### config.mk
export PLATFORM = sky130hd
export DESIGN_NAME = sat_counter
export DESIGN_NICKNAME = d
export VERILOG_FILES = /design/src/rtl/key_seq_checker_sat_counter.sv
export SDC_FILE = /design/constraint.sdc
export NUM_CORES = 1
export LEC_CHECK = 0
export ABC_AREA = 1
export BUFFER_PORTS_ARGS = -buffer_cell sky130_fd_sc_hd__buf_4
export CAP_MARGIN = 20
export CORE_AREA = 2 2 39 41
export DETAILED_ROUTE_END_ITERATION = 6
export DIE_AREA = 0 0 41 43
export SETUP_SLACK_MARGIN = 0.4
export SYNTH_ARGS = -nofsm -noshare
export SYNTH_HDL_FRONTEND = slang
export SYNTH_SLANG_ARGS = --single-unit
### constraint.sdc
create_clock -name clk -period 1 [get_ports clk]
set_input_delay 0.1 -clock clk [delete_from_list [all_inputs] [get_ports clk]]
set_output_delay 0.1 -clock clk [all_outputs]
set_load 0.03 [all_outputs]
### src/rtl/key_seq_checker_sat_counter.sv
// Saturating up-counter with synchronous clear; holds at all-ones instead of wrapping.
module sat_counter #(
    parameter int W = 4
) (
    input  logic         clk,
    input  logic         rst,
    input  logic         clr,
    input  logic         inc,
    output logic [W-1:0] value
);

    always_ff @(posedge clk) begin
        if (rst || clr) begin
            value <= '0;
        end else if (inc && (value != {W{1'b1}})) begin
            value <= value + 1'b1;
        end
    end

endmodule

==> metrics.txt, run 1 <==
# TYPE chip_impl_metric gauge
chip_impl_metric{name="final_setup_skew",unit="ps"} 5.03
chip_impl_metric{name="final-instance-count-excl-fill",unit=""} 61
chip_impl_metric{name="clock_path_buffers",unit=""} 2
chip_impl_metric{name="areaGrowthSynthToFinish",unit="%"} 86.9
chip_impl_info{name="beginning_of_the_critical_path",value="value[0]"} 1
chip_impl_info{name="synth_area_leaders",value="dfxtp_1 37%, nor2_1 17%, nor2_8 9.1%"} 1
chip_impl_metric{name="post-route-period-util",unit="%"} 95.0
chip_impl_metric{name="clk_pin_slew_worst_paths",unit="ps"} 40
chip_impl_metric{name="final_worst_path_period_need",unit="ps"} 950
chip_impl_metric{name="ys_warn_count",unit=""} 0
chip_impl_metric{name="starting_utilization_of_the_core_area",unit="%"} 15.8
chip_impl_metric{name="drtIter0Drc",unit=""} 0
chip_impl_metric{name="dp_hpwl",unit="um"} 348
chip_impl_metric{name="synth_fp_nets",unit=""} 36
chip_impl_metric{name="globalRouteTotalUtil",unit="%"} 7.13
chip_impl_info{name="min-delay-path-class",value="primary input to flop"} 1
chip_impl_metric{name="hold-worst-slack",unit="ps"} 133
chip_impl_metric{name="number_of_design_rule_violations_left_after_detail_routing",unit=""} 0
chip_impl_metric{name="pin_count_of_the_biggest_net_entering_global_routing",unit=""} 7
chip_impl_metric{name="ctsHoldBuffers",unit=""} 0
chip_impl_info{name="worstSetupPathType",value="flop to output port"} 1
chip_impl_metric{name="power",unit="mW"} 0.447
chip_impl_metric{name="largest_register_ffs",unit=""} 4
chip_impl_info{name="top_regs",value="value (4)"} 1
chip_impl_metric{name="synth_cells",unit=""} 31
chip_impl_metric{name="tightest_slew",unit="ps"} 116
chip_impl_info{name="cts_tree",value="done"} 1
chip_impl_info{name="run_status",value="complete, no violations"} 1
chip_impl_info{name="most-common-layout-cells",value="9 x nor2_1, 5 x nand2_1, 5 x buf_4, 5 x buf_6, 4 x dfxtp_4"} 1
chip_impl_metric{name="path_max_fanout",unit=""} 3
chip_impl_info{name="leading_cell_type_in_the_layout_fill_and_taps_excluded",value="nor2_1"} 1
chip_impl_info{name="critical-path-top-delay-family",value="flip-flops"} 1
chip_impl_metric{name="floorplan_die_area",unit="um^2"} 1760
chip_impl_metric{name="placement.io_buffers",unit=""} 7
chip_impl_metric{name="worstHoldPathCells",unit=""} 4
chip_impl_metric{name="max_clock_freq",unit="MHz"} 1050
chip_impl_metric{name="finalWeightedCongestion",unit=""} 0.719
chip_impl_metric{name="n_fill_cell",unit=""} 149
chip_impl_info{name="sequence_of_cells_on_the_critical_path",value="buf_4, buf_6"} 1
chip_impl_metric{name="antenna_violations_before_repair",unit=""} 0
chip_impl_metric{name="cts-htree-levels",unit=""} 1
chip_impl_metric{name="floorplan.io_pins",unit=""} 8
chip_impl_metric{name="grt_pass1_wl",unit="um"} 779
chip_impl_info{name="min-delay-start",value="rst"} 1
chip_impl_metric{name="max_slew_margin",unit="%"} 92.2
chip_impl_metric{name="via_per_inst",unit=""} 3.82
chip_impl_info{name="r2r_start",value="value[0]"} 1
chip_impl_metric{name="fraction_of_post_synthesis_cell_area_in_the_top_cell_type_by_area",unit="%"} 36.6
chip_impl_info{name="critical-path-slowest-cell",value="dfxtp_4"} 1
chip_impl_metric{name="cp.arrival",unit="ps"} 850
chip_impl_info{name="worst_setup_path_end_kind",value="output port"} 1
chip_impl_metric{name="fp-row-count",unit=""} 14
chip_impl_metric{name="worst_ep_required_time",unit="ps"} 900
chip_impl_metric{name="syn_avg_cell_area",unit="um^2"} 7.06
chip_impl_info{name="kind_of_launch_point_of_the_worst_setup_path",value="flop"} 1
chip_impl_metric{name="synthDistinctLibCells",unit=""} 12
chip_impl_metric{name="reg2reg_depth",unit=""} 7
chip_impl_metric{name="cap_viol_max_count",unit=""} 0
chip_impl_metric{name="antenna_violating_nets_post_route",unit=""} 0
chip_impl_metric{name="drt-wirelength-per-cell",unit="um"} 7.72
chip_impl_metric{name="synth_sequential_area_ratio",unit="%"} 36.6
chip_impl_metric{name="die_width",unit="um"} 41
chip_impl_metric{name="nNetsFinal",unit=""} 51
chip_impl_metric{name="drt_wl_total",unit="um"} 471
chip_impl_info{name="cts-root-buf",value="clkbuf_4"} 1
chip_impl_metric{name="number_of_global_route_vias_before_repair",unit=""} 208
chip_impl_info{name="largest-register",value="value"} 1
chip_impl_metric{name="placed_cells_incl_taps",unit=""} 56
chip_impl_metric{name="leakagePower",unit="nW"} 0.171
chip_impl_metric{name="power.ir.vdd_worst",unit="mV"} 0.404
chip_impl_info{name="post-synth-top-area-cell",value="dfxtp_1"} 1
chip_impl_metric{name="critical_path_buf_inv_count",unit=""} 2
chip_impl_metric{name="netlist_area",unit="um^2"} 219
chip_impl_metric{name="floorplan.core_area",unit="um^2"} 1380
chip_impl_metric{name="gr-total-overflow",unit=""} 0
chip_impl_metric{name="cts_inserted_buffers",unit=""} 3
chip_impl_metric{name="hold_viol",unit=""} 0
chip_impl_metric{name="power.density_cell_area",unit="nW/um^2"} 1090
chip_impl_metric{name="worstSetupPathDepth",unit=""} 2
chip_impl_metric{name="drtPass1Iterations",unit=""} 1
chip_impl_metric{name="worstSkewPairLatency",unit="ps"} 230
chip_impl_metric{name="max_stage_delay",unit="ps"} 350
chip_impl_metric{name="antennaDiodeCount",unit=""} 0
chip_impl_metric{name="setup_viol_count_final",unit=""} 0
chip_impl_metric{name="dr_total_vias",unit=""} 233
chip_impl_metric{name="die_h",unit="um"} 43
chip_impl_metric{name="report.final.slew_viol_count",unit=""} 0
chip_impl_info{name="grt_setup_unrepaired",value="yes"} 1
chip_impl_metric{name="share_of_cells_above_drive_strength_1",unit="%"} 53.3
chip_impl_metric{name="number_of_synthesized_register_bits",unit=""} 4
chip_impl_metric{name="clkSinkCount",unit=""} 4
kinds of logic (layout without fill, tap and decap cells):
family	after synthesis	count (layout)	share of synthesized area (%)
compound gates	2	2	4.57
flops	4	4	36.6
buf+inv	3	17	5.14
fa+ha+maj	1	1	5.71
simple gates	21	21	48.0
stage by stage:
stage	area [um^2]	setup slack, ps	TNS [ps]	utilization [%]
2_1_floorplan	246	-15.2	-39.7	-
3_3_place_gp	334	40.8	0	24.1
3_5_place_dp	334	24.2	0	24.1
4_1_cts	383	35.3	0	27.7
5_1_grt	409	-40.1	-72.8	29.6
6_report	409	49.8	0	29.6
worst paths after layout:
check / slack (ps) / endpoint
setup / recovery: 50 / value[0]
hold / removal: 130 / value[0]
setup reg to reg: 50 / value[0]
hold reg to reg: 530 / value[3]
layout make-up:
class | instances | area, um^2 | share of cell area, %
multi-input combinational | 24 | 160 | 39.1
sequential | 4 | 95.1 | 23.2
timing repair buffer | 10 | 93.8 | 22.9
clock buffer | 4 | 26.3 | 6.42
tap | 16 | 20.0 | 4.89
inverter | 3 | 13.8 | 3.36
Yosys cell counts:
master	n
nor2_8	1
nor2_1	10
inv_2	1
ha_1	1
nand3_1	2
nand2_2	2
o21ai_1	1
inv_1	2
nand4_1	1
dfxtp_1	4
o21ai_0	1
nand2_1	5
what timing repair did:
item                       CTS  global route
pin swaps                    1             4
buffers inserted             1             0
resized for setup            4             7
setup endpoints to repair    8             8
tightest hold or removal path: stages:
cell and delay [ps]:
buf_4 110, nor2_8 40, nand2_1 50, nor2_1 30
report_power, final:
| part | switching (mW) | total [mW] | internal, mW | leakage [nW] |
|---|---|---|---|---|
| Clock | 0.0681 | 0.218 | 0.150 | 0.0150 |
| Sequential | 0.00424 | 0.160 | 0.156 | 0.0355 |
| Combinational | 0.0350 | 0.0691 | 0.0341 | 0.121 |
layer usage:
metal	track usage (%)	share of wire, %
met4	8.00	1.3
met1	9.00	41
met3	3.14	7.2
met5	0	0
met2	7.81	50
(Power assumes the default switching activity.)
==> inputs of run 2 (changes only) <==
Settings changed: PLACE_DENSITY set to 0.39.
==> run 2 against run 1 <==
  * First-iteration DRC count rose by 1
  * Die area did not move
  * Via count is 3.9% higher
  * Sequential share of layout area increased by 0.29 points
  * Cell area decreased by 1.2%
  * Critical path depth is 4 higher
  * Sequential cell count is the same
  * Clock-buffer cell count down 1
  * Routed wire length is 15% higher
  * Largest power group unchanged
==> metrics.txt, run 2 (same netlist as run 1, synthesis figures left out) <==
# TYPE chip_impl_metric gauge
chip_impl_info{name="r2r_path_end",value="value[1]"} 1
chip_impl_metric{name="cts-htree-levels",unit=""} 1
chip_impl_metric{name="drtPass1Iterations",unit=""} 2
chip_impl_info{name="top_regs",value="value (4)"} 1
chip_impl_metric{name="path_max_fanout",unit=""} 4
chip_impl_metric{name="cp.arrival",unit="ps"} 1100
chip_impl_info{name="min_to",value="value[0]"} 1
chip_impl_info{name="worstSetupPathType",value="flop to flop"} 1
chip_impl_metric{name="tightest_slew",unit="ps"} 103
chip_impl_info{name="leading_cell_type_in_the_layout_fill_and_taps_excluded",value="nor2_1"} 1
chip_impl_info{name="global_route.peak_usage_layer",value="met2"} 1
chip_impl_info{name="cts-root-buf",value="clkbuf_4"} 1
chip_impl_metric{name="finalWeightedCongestion",unit=""} 0.634
chip_impl_metric{name="floorplan.core_area",unit="um^2"} 1380
chip_impl_info{name="kind_of_launch_point_of_the_worst_setup_path",value="flop"} 1
chip_impl_metric{name="die_h",unit="um"} 43
chip_impl_metric{name="gr-total-overflow",unit=""} 0
chip_impl_metric{name="dp_hpwl",unit="um"} 400
chip_impl_metric{name="placement.io_buffers",unit=""} 7
chip_impl_info{name="cts_tree",value="done"} 1
chip_impl_metric{name="dr_total_vias",unit=""} 242
chip_impl_metric{name="power.density_cell_area",unit="nW/um^2"} 1070
chip_impl_info{name="worst_setup_path_end_kind",value="flop"} 1
chip_impl_metric{name="drt_wl_total",unit="um"} 542
chip_impl_metric{name="final_setup_skew",unit="ps"} 0.693
chip_impl_metric{name="nNetsFinal",unit=""} 52
chip_impl_info{name="min-delay-path-class",value="primary input to flop"} 1
chip_impl_metric{name="number_of_design_rule_violations_left_after_detail_routing",unit=""} 0
chip_impl_metric{name="cap_viol_max_count",unit=""} 0
chip_impl_metric{name="globalRouteTotalUtil",unit="%"} 7.51
chip_impl_metric{name="worstHoldPathCells",unit=""} 4
chip_impl_metric{name="worst_ep_required_time",unit="ps"} 1130
chip_impl_metric{name="clkSinkCount",unit=""} 4
chip_impl_metric{name="max_slew_margin",unit="%"} 93.1
chip_impl_metric{name="post-route-period-util",unit="%"} 97.5
chip_impl_metric{name="starting_utilization_of_the_core_area",unit="%"} 15.8
chip_impl_metric{name="antennaDiodeCount",unit=""} 0
chip_impl_metric{name="number_of_global_route_vias_before_repair",unit=""} 233
chip_impl_metric{name="reg2reg_depth",unit=""} 6
chip_impl_metric{name="pin_count_of_the_biggest_net_entering_global_routing",unit=""} 7
chip_impl_metric{name="share_of_cells_above_drive_strength_1",unit="%"} 53.3
chip_impl_metric{name="power.ir.vdd_worst",unit="mV"} 0.408
chip_impl_info{name="min-delay-start",value="rst"} 1
chip_impl_metric{name="fp-row-count",unit=""} 14
chip_impl_metric{name="grt_util_met1",unit="%"} 7.64
chip_impl_metric{name="clk_pin_slew_worst_paths",unit="ps"} 40
chip_impl_metric{name="drt-wirelength-per-cell",unit="um"} 8.89
chip_impl_metric{name="drtIter0Drc",unit=""} 1
chip_impl_metric{name="ff2ff_setup_slack",unit="ps"} 20
chip_impl_metric{name="hold_viol",unit=""} 0
chip_impl_info{name="grt_setup_unrepaired",value="yes"} 1
chip_impl_metric{name="power",unit="mW"} 0.433
chip_impl_metric{name="antenna_violations_before_repair",unit=""} 0
chip_impl_info{name="r2r_start",value="value[1]"} 1
chip_impl_metric{name="cts_inserted_buffers",unit=""} 3
chip_impl_metric{name="largest_register_ffs",unit=""} 4
chip_impl_info{name="most-common-layout-cells",value="10 x nor2_1, 6 x buf_6, 5 x nand2_1, 5 x buf_4, 4 x dfxtp_4"} 1
chip_impl_metric{name="grt_use_met2",unit="%"} 10.3
chip_impl_info{name="run_status",value="complete, no violations"} 1
chip_impl_metric{name="max_clock_freq",unit="MHz"} 1030
chip_impl_metric{name="hold-worst-slack",unit="ps"} 130
chip_impl_metric{name="antenna_violating_nets_post_route",unit=""} 0
chip_impl_metric{name="floorplan.io_pins",unit=""} 8
chip_impl_metric{name="setup_viol_count_final",unit=""} 0
chip_impl_metric{name="areaGrowthSynthToFinish",unit="%"} 84.6
chip_impl_metric{name="leakagePower",unit="nW"} 0.177
chip_impl_metric{name="worstSkewPairLatency",unit="ps"} 230
chip_impl_metric{name="via_per_inst",unit=""} 3.97
chip_impl_metric{name="floorplan_die_area",unit="um^2"} 1760
chip_impl_metric{name="final_worst_path_period_need",unit="ps"} 975
chip_impl_metric{name="fin_area",unit="um^2"} 404
chip_impl_metric{name="clock_path_buffers",unit=""} 2
chip_impl_metric{name="gr-usage-met3",unit="%"} 3.14
chip_impl_metric{name="placement.cell_area",unit="um^2"} 334
chip_impl_metric{name="die_width",unit="um"} 41
chip_impl_metric{name="grt_pass1_wl",unit="um"} 821
chip_impl_info{name="largest-register",value="value"} 1
chip_impl_metric{name="report.final.slew_viol_count",unit=""} 0
run 2: cell count changes in the layout (fill, tap and decap cells not counted):
cell,change
buf_6,+1
clkbuf_1,-1
inv_2,+1
inv_4,-1
nand3_2,+1
nand3_4,-1
nor2_1,+1
nor2_2,-1
run 2: worst max-delay path by stage:
| stage | end | slack [ps] | from | depth (start not counted) |
|---|---|---|---|---|
| after floorplan | value[1] | -20 | value[0] | 6 |
| after global placement | value[1] | 50 | value[1] | 6 |
| after detailed placement | value[1] | 40 | value[1] | 6 |
| after CTS | value[1] | 40 | value[0] | 6 |
| after global routing | value[1] | -10 | value[0] | 6 |
| final | value[1] | 20 | value[1] | 6 |
run 2: metrics by stage:
step	setup TNS, ps	worst slack, ps	utilization, %	cells
6_report	0	24.7	29.2	61
4_1_cts	0	37.5	28.3	60
2_1_floorplan	-39.7	-15.2	-	31
3_3_place_gp	0	53.4	24.1	56
3_5_place_dp	0	42.5	24.1	56
5_1_grt	-22.6	-14.3	29.2	61
run 2: cell type report:
type                    count  area, um^2
fillers                   155         980
multi-input cells          24         150
repair buffers             11         105
flip-flops and latches      4        95.1
clock buffers               3        22.5
well taps                  16        20.0
inverters                   3        11.3
run 2: worst max-delay path: stages (launching register included):
cell	delay, ps
dfxtp_4	350
ha_4	140
nand3_2	100
nand2_4	90
inv_2	50
nor2_1	80
nor2_1	50
run 2: routing by layer:
| layer | vias to the layer above | part of all wire (%) |
|---|---|---|
| met5 | - | 0 |
| met3 | 0 | 6.8 |
| met4 | 0 | 0 |
| met1 | 108 | 41 |
| met2 | 6 | 52 |
| li1 | 128 | - |
run 2: timing repair:
action                     in CTS  in global routing
hold buffers                    0                  0
buffers inserted                1                  1
pin swaps                       4                  0
gates resized for setup         8                  1
hold endpoints to repair        0                  0
setup endpoints to repair       8                  8
run 2: power by group:
| part | internal [mW] | switching [mW] | leakage, nW |
|---|---|---|---|
| sequential | 0.156 | 0.00444 | 0.0355 |
| combinational | 0.0349 | 0.0351 | 0.128 |
| clock | 0.134 | 0.0678 | 0.0138 |
| total | 0.325 | 0.107 | 0.177 |
==> inputs of run 3 (changes only) <==
Settings changed: CAP_MARGIN 20 to unset, PLACE_DENSITY 0.39 to 0.38.
Clock period 1 ns to 1.1 ns, I/O delays scaled along.
==> run 3 against run 2 <==
  * Routed wire length fell by 1.3%
  * Critical path depth is 4 lower
  * Clock skew rose by 3.5 ps
  * Largest power group unchanged
==> metrics.txt, run 3 (same netlist as run 1, synthesis figures left out) <==
# TYPE chip_impl_metric gauge
chip_impl_metric{name="drtPass1Iterations",unit=""} 2
chip_impl_metric{name="antenna_violating_nets_post_route",unit=""} 0
chip_impl_metric{name="dr_total_vias",unit=""} 235
chip_impl_metric{name="antenna_violations_before_repair",unit=""} 0
chip_impl_info{name="largest-register",value="value"} 1
chip_impl_metric{name="number_of_design_rule_violations_left_after_detail_routing",unit=""} 0
chip_impl_info{name="cts-root-buf",value="clkbuf_4"} 1
chip_impl_metric{name="cts_inserted_buffers",unit=""} 3
chip_impl_info{name="leading_cell_type_in_the_layout_fill_and_taps_excluded",value="nor2_1"} 1
chip_impl_metric{name="report.final.slew_viol_count",unit=""} 0
chip_impl_metric{name="setup_viol_count_final",unit=""} 0
chip_impl_metric{name="globalRouteTotalUtil",unit="%"} 8.02
chip_impl_metric{name="finalWeightedCongestion",unit=""} 0.590
chip_impl_metric{name="power.ir.vdd_worst",unit="mV"} 0.638
chip_impl_metric{name="max_clock_freq",unit="MHz"} 1050
chip_impl_metric{name="areaGrowthSynthToFinish",unit="%"} 77.7
chip_impl_metric{name="share_of_cells_above_drive_strength_1",unit="%"} 51.1
chip_impl_metric{name="starting_utilization_of_the_core_area",unit="%"} 15.8
chip_impl_metric{name="cp.arrival",unit="ps"} 840
chip_impl_metric{name="hold_viol",unit=""} 0
chip_impl_metric{name="gr-total-overflow",unit=""} 0
chip_impl_metric{name="grt_pass1_wl",unit="um"} 821
chip_impl_info{name="worst_setup_path_end_kind",value="output port"} 1
chip_impl_metric{name="drt-wirelength-per-cell",unit="um"} 8.77
chip_impl_metric{name="tightest_slew",unit="ps"} 104
chip_impl_metric{name="clk_pin_slew_worst_paths",unit="ps"} 40
chip_impl_metric{name="fp-row-count",unit=""} 14
chip_impl_metric{name="cts-htree-levels",unit=""} 1
chip_impl_metric{name="path_max_fanout",unit=""} 3
chip_impl_info{name="grt_setup_unrepaired",value="yes"} 1
chip_impl_metric{name="max_slew_margin",unit="%"} 93.0
chip_impl_metric{name="antennaDiodeCount",unit=""} 0
chip_impl_info{name="most-common-layout-cells",value="10 x nor2_1, 7 x buf_4, 5 x nand2_1, 4 x dfxtp_4"} 1
chip_impl_info{name="run_status",value="complete, no violations"} 1
chip_impl_metric{name="clock_path_buffers",unit=""} 2
chip_impl_metric{name="die_h",unit="um"} 43
chip_impl_metric{name="final_setup_skew",unit="ps"} 4.24
chip_impl_metric{name="worst_setup_slack_final",unit="ps"} 145
chip_impl_metric{name="hold-worst-slack",unit="ps"} 138
chip_impl_metric{name="worst_ep_required_time",unit="ps"} 990
chip_impl_metric{name="pre_cts_slack",unit="ps"} 98.9
chip_impl_metric{name="floorplan.core_area",unit="um^2"} 1380
chip_impl_metric{name="final_worst_path_period_need",unit="ps"} 955
chip_impl_info{name="min-delay-path-class",value="primary input to flop"} 1
chip_impl_metric{name="clkSinkCount",unit=""} 4
chip_impl_info{name="top_regs",value="value (4)"} 1
chip_impl_metric{name="floorplan.io_pins",unit=""} 8
chip_impl_metric{name="die_width",unit="um"} 41
chip_impl_metric{name="placement.io_buffers",unit=""} 7
chip_impl_metric{name="finalSetupTns",unit="ps"} 0
chip_impl_metric{name="leakagePower",unit="nW"} 0.170
chip_impl_metric{name="largest_register_ffs",unit=""} 4
chip_impl_metric{name="power.density_cell_area",unit="nW/um^2"} 1040
chip_impl_info{name="cts_tree",value="done"} 1
chip_impl_metric{name="post-route-period-util",unit="%"} 86.8
chip_impl_metric{name="drt_wl_total",unit="um"} 535
chip_impl_info{name="kind_of_launch_point_of_the_worst_setup_path",value="flop"} 1
chip_impl_metric{name="dp_hpwl",unit="um"} 389
chip_impl_metric{name="worstSkewPairLatency",unit="ps"} 240
chip_impl_metric{name="floorplan_die_area",unit="um^2"} 1760
chip_impl_metric{name="drtIter0Drc",unit=""} 2
chip_impl_metric{name="via_per_inst",unit=""} 3.85
chip_impl_metric{name="cap_viol_max_count",unit=""} 0
chip_impl_metric{name="number_of_global_route_vias_before_repair",unit=""} 195
chip_impl_info{name="worstSetupPathType",value="flop to output port"} 1
chip_impl_metric{name="ctsHoldBuffers",unit=""} 0
chip_impl_metric{name="pin_count_of_the_biggest_net_entering_global_routing",unit=""} 7
chip_impl_metric{name="nNetsFinal",unit=""} 51
==> run 3: cell types whose count changed in the layout (fill, tap and decap cells not counted), sizes merged <==
cell,delta
buf,-1
clkbuf,+1
==> run 3: per-layer routing <==
layer,wire length (um),track usage [%],vias to the layer above
met5,0,0,-
met4,0,6.00,0
met3,46,7.85,0
met2,259,9.06,7
met1,228,8.65,103
li1,-,-,125
==> run 3: stage by stage <==
stage                     cell area, um^2  total power, mW  cells  utilization [%]
after floorplan                       246            0.180     31                -
after global placement                319            0.202     54             23.1
after detailed placement              319            0.203     54             23.1
after CTS                             365            0.410     59             26.4
after global routing                  389            0.443     61             28.1
final                                 389            0.404     61             28.1
==> run 3: worst paths after layout <==
check | slack (ps) | to | start | cells after the start
setup / recovery | 150 | value[0] | value[0] | 2
hold / removal | 140 | value[0] | rst | 4
setup reg to reg | 150 | value[1] | value[0] | 6
hold reg to reg | 510 | value[3] | value[3] | 2
==> run 3: final cells by class <==
cell class	instances	area, um^2
multi-input cells	24	150
clock buffers	4	26.3
flip-flops and latches	4	95.1
repair buffers	10	86.3
inverters	3	11.3
well taps	16	20.0
fillers	158	995
==> run 3: critical path, stage by stage, from the launching register on <==
cell and delay [ps]:
dfxtp_4 350, buf_4 130, buf_6 130
==> run 3: what timing repair did <==
item | 4_1_cts | 5_1_grt
pin swaps | 5 | 3
endpoints found under the setup margin | 8 | 8
gates resized for setup | 4 | 2
setup buffers | 1 | 2
==> run 3: report_power, final <==
| group | switching, mW | internal, mW |
|---|---|---|
| logic | 0.0305 | 0.0289 |
| clock network | 0.0623 | 0.136 |
| registers | 0.00445 | 0.142 |
| total | 0.0973 | 0.307 |
